**src/rtl/apb_master_if.sv**
```systemverilog
// Command/response handshake plus APB requester bus for apb_master.
// The master modport is the apb_master view; the slave modport is the
// view of whatever drives commands and models the APB completer.
interface apb_master_if #(
  parameter int ADDR_W = 32,
  parameter int DATA_W = 32
);
  logic              cmd_valid;
  logic              cmd_ready;
  logic              cmd_write;
  logic [ADDR_W-1:0] cmd_addr;
  logic [DATA_W-1:0] cmd_wdata;
  logic              rsp_valid;
  logic [DATA_W-1:0] rsp_rdata;
  logic              rsp_err;
  logic              PSEL;
  logic              PENABLE;
  logic              PWRITE;
  logic [ADDR_W-1:0] PADDR;
  logic [DATA_W-1:0] PWDATA;
  logic [DATA_W-1:0] PRDATA;
  logic              PREADY;

  modport master (
    input  cmd_valid, cmd_write, cmd_addr, cmd_wdata, PRDATA, PREADY,
    output cmd_ready, rsp_valid, rsp_rdata, rsp_err,
           PSEL, PENABLE, PWRITE, PADDR, PWDATA
  );

  modport slave (
    output cmd_valid, cmd_write, cmd_addr, cmd_wdata, PRDATA, PREADY,
    input  cmd_ready, rsp_valid, rsp_rdata, rsp_err,
           PSEL, PENABLE, PWRITE, PADDR, PWDATA
  );
endinterface

```
**src/rtl/apb_master.sv**
```systemverilog
// apb_master: single-command APB requester (IDLE -> SETUP -> ACCESS).
// One command in flight; a completion is reported with a one-cycle
// rsp_valid pulse. All outputs come straight from registers.
// Optional feature macro: APB_MASTER_TIMEOUT_EN -- aborts an ACCESS phase
// after TIMEOUT_CYCLES cycles without PREADY and reports rsp_err=1.
module apb_master #(
  parameter int ADDR_W         = 32,
  parameter int DATA_W         = 32,
  parameter int TIMEOUT_CYCLES = 16
) (
  input logic          PCLK,
  input logic          PRESET,
  apb_master_if.master bus
);

  typedef enum logic [1:0] {
    S_IDLE   = 2'd0,
    S_SETUP  = 2'd1,
    S_ACCESS = 2'd2
  } state_t;

  localparam logic [7:0] L_TIMEOUT = 8'(TIMEOUT_CYCLES);

  state_t            r_state;
  state_t            w_state_next;

  logic              r_cmd_ready, w_cmd_ready;
  logic              r_psel, w_psel;
  logic              r_penable, w_penable;
  logic              r_pwrite, w_pwrite;
  logic [ADDR_W-1:0] r_paddr, w_paddr;
  logic [DATA_W-1:0] r_pwdata, w_pwdata;
  logic              r_rsp_valid, w_rsp_valid;
  logic [DATA_W-1:0] r_rsp_rdata, w_rsp_rdata;

`ifdef APB_MASTER_TIMEOUT_EN
  logic              r_rsp_err, w_rsp_err;
  logic [7:0]        r_cnt, w_cnt;
  logic [7:0]        w_cnt_inc;

  assign w_cnt_inc = r_cnt + 8'd1;
`else
  // Timeout limit only matters when the watchdog is built in.
  logic              w_unused_timeout_cfg;
  assign w_unused_timeout_cfg = ^L_TIMEOUT;
`endif

  // State register.
  always_ff @(posedge PCLK or posedge PRESET) begin
    if (PRESET) begin
      r_state <= S_IDLE;
    end else begin
      r_state <= w_state_next;
    end
  end

  // Next state and next register values for every output.
  always_comb begin
    w_state_next = r_state;
    w_pwrite     = r_pwrite;
    w_paddr      = r_paddr;
    w_pwdata     = r_pwdata;
    w_rsp_valid  = 1'b0;
    w_rsp_rdata  = r_rsp_rdata;
`ifdef APB_MASTER_TIMEOUT_EN
    w_rsp_err    = 1'b0;
    w_cnt        = r_cnt;
`endif
    case (r_state)
      S_IDLE: begin
        if (bus.cmd_valid) begin
          w_state_next = S_SETUP;
          w_pwrite     = bus.cmd_write;
          w_paddr      = bus.cmd_addr;
          w_pwdata     = bus.cmd_wdata;
`ifdef APB_MASTER_TIMEOUT_EN
          w_cnt        = 8'd0;
`endif
        end else begin
          w_state_next = S_IDLE;
        end
      end
      S_SETUP: begin
        w_state_next = S_ACCESS;
      end
      S_ACCESS: begin
        if (bus.PREADY) begin
          // Completion: writes report zero data, reads capture PRDATA.
          w_state_next = S_IDLE;
          w_rsp_valid  = 1'b1;
          w_rsp_rdata  = r_pwrite ? '0 : bus.PRDATA;
        end else begin
`ifdef APB_MASTER_TIMEOUT_EN
          w_cnt = w_cnt_inc;
          if (w_cnt_inc >= L_TIMEOUT) begin
            w_state_next = S_IDLE;
            w_rsp_valid  = 1'b1;
            w_rsp_err    = 1'b1;
            w_rsp_rdata  = '0;
          end else begin
            w_state_next = S_ACCESS;
          end
`else
          w_state_next = S_ACCESS;
`endif
        end
      end
      default: begin
        w_state_next = S_IDLE;
      end
    endcase
    // Handshake/bus strobes follow the state being entered.
    w_cmd_ready = (w_state_next == S_IDLE);
    w_psel      = (w_state_next != S_IDLE);
    w_penable   = (w_state_next == S_ACCESS);
  end

  // Output registers.
  always_ff @(posedge PCLK or posedge PRESET) begin
    if (PRESET) begin
      r_cmd_ready <= 1'b1;
      r_psel      <= 1'b0;
      r_penable   <= 1'b0;
      r_pwrite    <= 1'b0;
      r_paddr     <= '0;
      r_pwdata    <= '0;
      r_rsp_valid <= 1'b0;
      r_rsp_rdata <= '0;
    end else begin
      r_cmd_ready <= w_cmd_ready;
      r_psel      <= w_psel;
      r_penable   <= w_penable;
      r_pwrite    <= w_pwrite;
      r_paddr     <= w_paddr;
      r_pwdata    <= w_pwdata;
      r_rsp_valid <= w_rsp_valid;
      r_rsp_rdata <= w_rsp_rdata;
    end
  end

`ifdef APB_MASTER_TIMEOUT_EN
  // Wait-state counter and error flag of the ACCESS watchdog.
  always_ff @(posedge PCLK or posedge PRESET) begin
    if (PRESET) begin
      r_cnt     <= 8'd0;
      r_rsp_err <= 1'b0;
    end else begin
      r_cnt     <= w_cnt;
      r_rsp_err <= w_rsp_err;
    end
  end

  assign bus.rsp_err = r_rsp_err;
`else
  assign bus.rsp_err = 1'b0;
`endif

  assign bus.cmd_ready = r_cmd_ready;
  assign bus.PSEL      = r_psel;
  assign bus.PENABLE   = r_penable;
  assign bus.PWRITE    = r_pwrite;
  assign bus.PADDR     = r_paddr;
  assign bus.PWDATA    = r_pwdata;
  assign bus.rsp_valid = r_rsp_valid;
  assign bus.rsp_rdata = r_rsp_rdata;

endmodule

```
**src/flat_wrapper.sv**
```systemverilog
// flat-port wrapper written by rule: the top's interface ports become plain ports
module apb_master_flat 
#(
  parameter int ADDR_W         = 32,
  parameter int DATA_W         = 32,
  parameter int TIMEOUT_CYCLES = 16
)
  (PCLK, PRESET, bus_cmd_valid, bus_cmd_write, bus_cmd_addr, bus_cmd_wdata, bus_PRDATA, bus_PREADY, bus_cmd_ready, bus_rsp_valid, bus_rsp_rdata, bus_rsp_err, bus_PSEL, bus_PENABLE, bus_PWRITE, bus_PADDR, bus_PWDATA);
  apb_master_if #(.ADDR_W(ADDR_W), .DATA_W(DATA_W)) bus_i ();
  input logic PCLK;
  input logic PRESET;
  input wire logic [$bits(bus_i.cmd_valid)-1:0] bus_cmd_valid;
  input wire logic [$bits(bus_i.cmd_write)-1:0] bus_cmd_write;
  input wire logic [$bits(bus_i.cmd_addr)-1:0] bus_cmd_addr;
  input wire logic [$bits(bus_i.cmd_wdata)-1:0] bus_cmd_wdata;
  input wire logic [$bits(bus_i.PRDATA)-1:0] bus_PRDATA;
  input wire logic [$bits(bus_i.PREADY)-1:0] bus_PREADY;
  output wire logic [$bits(bus_i.cmd_ready)-1:0] bus_cmd_ready;
  output wire logic [$bits(bus_i.rsp_valid)-1:0] bus_rsp_valid;
  output wire logic [$bits(bus_i.rsp_rdata)-1:0] bus_rsp_rdata;
  output wire logic [$bits(bus_i.rsp_err)-1:0] bus_rsp_err;
  output wire logic [$bits(bus_i.PSEL)-1:0] bus_PSEL;
  output wire logic [$bits(bus_i.PENABLE)-1:0] bus_PENABLE;
  output wire logic [$bits(bus_i.PWRITE)-1:0] bus_PWRITE;
  output wire logic [$bits(bus_i.PADDR)-1:0] bus_PADDR;
  output wire logic [$bits(bus_i.PWDATA)-1:0] bus_PWDATA;
  assign bus_i.cmd_valid = bus_cmd_valid;
  assign bus_i.cmd_write = bus_cmd_write;
  assign bus_i.cmd_addr = bus_cmd_addr;
  assign bus_i.cmd_wdata = bus_cmd_wdata;
  assign bus_i.PRDATA = bus_PRDATA;
  assign bus_i.PREADY = bus_PREADY;
  assign bus_cmd_ready = bus_i.cmd_ready;
  assign bus_rsp_valid = bus_i.rsp_valid;
  assign bus_rsp_rdata = bus_i.rsp_rdata;
  assign bus_rsp_err = bus_i.rsp_err;
  assign bus_PSEL = bus_i.PSEL;
  assign bus_PENABLE = bus_i.PENABLE;
  assign bus_PWRITE = bus_i.PWRITE;
  assign bus_PADDR = bus_i.PADDR;
  assign bus_PWDATA = bus_i.PWDATA;
  apb_master #(.ADDR_W(ADDR_W), .DATA_W(DATA_W), .TIMEOUT_CYCLES(TIMEOUT_CYCLES)) u_core (.PCLK(PCLK), .PRESET(PRESET), .bus(bus_i));
endmodule
```
**config.mk**
```make
export PLATFORM = sky130hd
export DESIGN_NAME = apb_master_flat
export DESIGN_NICKNAME = d
export VERILOG_FILES = /design/src/rtl/apb_master_if.sv /design/src/rtl/apb_master.sv /design/src/flat_wrapper.sv
export SDC_FILE = /design/constraint.sdc
export NUM_CORES = 1
export LEC_CHECK = 0
export CORE_AREA = 4 4 102 104
export CTS_BUF_LIST = sky130_fd_sc_hd__clkbuf_8
export CTS_CLUSTER_SIZE = 40
export DETAILED_ROUTE_END_ITERATION = 7
export DIE_AREA = 0 0 106 108
export HOLD_SLACK_MARGIN = 0.1
export PLACE_DENSITY_LB_ADDON = 0.08
export SLEW_MARGIN = 30
export SYNTH_ARGS = -nofsm -noshare
export SYNTH_HDL_FRONTEND = slang
export SYNTH_SLANG_ARGS = --single-unit
export TNS_END_PERCENT = 10
```
**constraint.sdc**
```tcl
create_clock -name PCLK -period 6.9 [get_ports PCLK]
set_clock_uncertainty 0.15 [all_clocks]
set_input_delay 0.69 -clock PCLK [delete_from_list [all_inputs] [get_ports PCLK]]
set_output_delay 0.69 -clock PCLK [all_outputs]
set_load 0.005 [all_outputs]
```
==> results by group <==
Run status
  • Run status: completed

Synth
  • Post-Synthesis Cells: 258
  • Post-synth top area share: 61.24%
  • Synthesized cell area: 4168 um^2
  • EDFF count, synth: 0
  • Register bit total from synthesis: 103
  • Sequential fraction of the synthesis area: 61.87%
  • Synth async-reset ratio: 100.0%
  • Ranking of synthesized cells by area: dfrtp_1 (61%), mux2_1 (11%), mux2_4 (10%), mux2_2 (7.8%), nor2b_1 (4.8%)
  • YS warnings: 0
  • Count of different cell masters after synthesis: 18
  • Commonest cells in the synthesized netlist: dfrtp_1 (102), mux2_1 (39), nor2b_1 (32)
  • Top-count cell post-synth: dfrtp_1
  • Top_reg_cell synth: dfrtp_1
  • Syn_nets: 359
  • Yosys top cell by area: dfrtp_1
  • Post-Syn Area per Cell: 16.15 um^2

Layout
  • Design area: 6499 um^2
  • Fin nets: 560
  • FF/Latch Area: 2579 um^2
  • Fraction of layout cells with a size suffix above 1: 17.67%
  • Area taken by multi-input logic gates: 1471 um^2
  • Final non-filler cell total: 597
  • Number of antenna diodes: 0
  • Area grow syn2layout: 55.93%
  • Fillers: 733

Worst setup path
  • Slowest cell on the critical path: buf_4
  • Crit path DAT: 2.79 ns
  • CP top delay family: buffers and inverters
  • CP required: 6.99 ns
  • Startpoint Class: input port
  • Setup CP Type: in2reg
  • CP Capture Type: register
  • Crit Path Max Fanout: 45
  • Worst-path cell chain: clkdlybuf4s50_1, nor3b_4, buf_8, buf_4, mux2_2
  • Buf+Inv Stages, Crit Path: 3
  • Crit-path max cell delay: 0.49 ns

Timing
  • Period utilisation layout: 39.13%
  • Slew headroom: 48.28%
  • Worst-margin pin slew: 0.7757 ns
  • Final min period: 2.700 ns
  • Final setup fails: 0
  • Final number of hold-violating endpoints: 0
  • F_max: 370.4 MHz
  • Final Max Slew Viols: 0
  • Setup_tns: 0 ns
  • Unrepaired setup endpoints after global routing: false

Die
  • Die width: 106 um
  • Initial Util: 43.65%
  • Die area: 11450 um^2
  • Row count: 36
  • Vert. Die Dim: 108 um
  • I/O pin cnt: 203
  • Core area: 9549 um^2

Clocking
  • Clk buf depth: 2
  • Total CTS buffers: 9
  • Post-CTS Hold Fix Bufs: 0
  • Cts repair resizes: 0
  • H-tree level count: 3
  • Root Buffer: clkbuf_8
  • Post-CTS Setup Inserts: 0
  • Worst-path clk slew: 0.10 ns
  • Worst skew pair latency: 0.34 ns
  • CTS tree: yes
  • Clk sinks: 103

Pwr
  • Static Leak: 2.724 nW
  • P per Cell Area: 416.9 nW/um^2
  • Max VDD drop: 0.2158 mV

Placed design
  • I/O Buffers: 201
  • Post-Place Cells: 580
  • DP HPWL: 7505 um
  • Gp weighted congestion: 0.7314
  • Cell Area, Placed: 6261 um^2

Drt
  • Wire per inst: 16.82 um
  • Initial DRT Pass Iterations: 4
  • Routed vias: 2745
  • DRC viols: 0
  • Routed Antenna Nets: 0
  • WL final: 10040 um
  • Iteration-0 DRC Markers: 79
  • Vias per cell: 4.598

Global routing
  • Vias in the first global route: 3026
  • Global-route wire length before repair: 15880 um
  • All-Layer GR Usage: 17.81%
  • Grt ovf: 0
  • Pin count of the biggest net entering global routing: 62
  • Antenna violations before repair: 0

Min path
  • Hold/Removal Path Class: reg2reg

Flow run
  • Max_cap viols: 0
==> state kept, by name (all words and copies together), names as in the netlist <==
signal and count:
u_core.bus.rsp_valid 1, u_core.bus.PENABLE 1, u_core.bus.PWDATA 32, u_core.bus.PWRITE 1
u_core.r_state 2, u_core.bus.cmd_ready 1, u_core.bus.PADDR 32, u_core.bus.PSEL 1
u_core.bus.rsp_rdata 32
==> where the power goes <==
group | internal, mW | total [mW] | switching, mW
Combinational | 0.853 | 1.24 | 0.386
Clock | 0.213 | 0.413 | 0.200
Sequential | 0.902 | 1.06 | 0.155
Total | 1.97 | 2.71 | 0.740
==> layout make-up <==
cell class | instances | share of cell area [%]
clock inverter | 6 | 1.309
tap | 133 | 2.561
timing repair buffer | 205 | 31.54
inverter | 2 | 0.1540
sequential | 103 | 39.68
multi-input combinational | 138 | 22.64
clock buffer | 10 | 2.118
==> kinds of logic after synthesis <==
| family | count (synthesis) | share of synthesized area (%) |
|---|---|---|
| AO/OA/AOI/OAI | 4 | 0.5403 |
| buffers and inverters | 17 | 3.062 |
| flip-flops | 103 | 61.87 |
| multiplexers | 97 | 28.82 |
| other | 1 | 0.08998 |
| AND/OR/NAND/NOR | 36 | 5.614 |
==> placed cells by master (no fill, tap or decap) <==
cell             count
and3b_4              1
clkinv_4             1
dfstp_2              1
o21ai_0              3
dfrtp_1            102
inv_1                2
mux2_1              39
nor3b_4              1
bufinv_16            2
mux2_4              29
nor2b_1             32
clkinv_2             1
buf_4                3
mux2_2              29
buf_8                1
clkinvlp_4           1
inv_4                1
clkbuf_8            10
nor2_1               1
o21a_1               1
or3b_2               1
conb_1               1
clkdlybuf4s50_1    201
==> through the flow <==
step	power, mW	utilization, %	hold WS [ns]	setup WS, ns
finish	2.709	68.06	0.3372	4.200
global route	2.884	68.06	0.3589	4.105
CTS	2.751	67.90	0.3466	3.901
detailed placement	2.327	65.57	0.3237	3.514
global placement	2.296	65.54	0.3162	3.578
floorplan	1.573	-	0.3328	3.358
==> routing by layer <==
layer / vias to the layer above / track usage, % / part of all wire, %
met2: 102 / 31.10 / 51
met1: 1359 / 20.35 / 39
li1: 1277 / - / -
met4: 0 / 5.828 / 0.98
met3: 7 / 6.627 / 9.2
met5: - / 0 / 0
==> final timing paths <==
check | from | to | slack, ns | cells past startpoint
worst max register to register | u_core.r_state[1] | u_core.bus.PWDATA[31] | 4.54 | 4
worst min register to register | u_core.bus.PADDR[8] | u_core.bus.PADDR[8] | 0.34 | 1
worst max-delay path | bus_cmd_valid | u_core.bus.PWDATA[31] | 4.20 | 5
max in group asynchronous | PRESET | u_core.bus.PWDATA[14] | 4.82 | 3
worst min-delay path | u_core.bus.PADDR[8] | u_core.bus.PADDR[8] | 0.34 | 1
min in group asynchronous | PRESET | u_core.bus.PWDATA[19] | 0.58 | 2
Note: power is estimated with default switching activity, not from simulation.
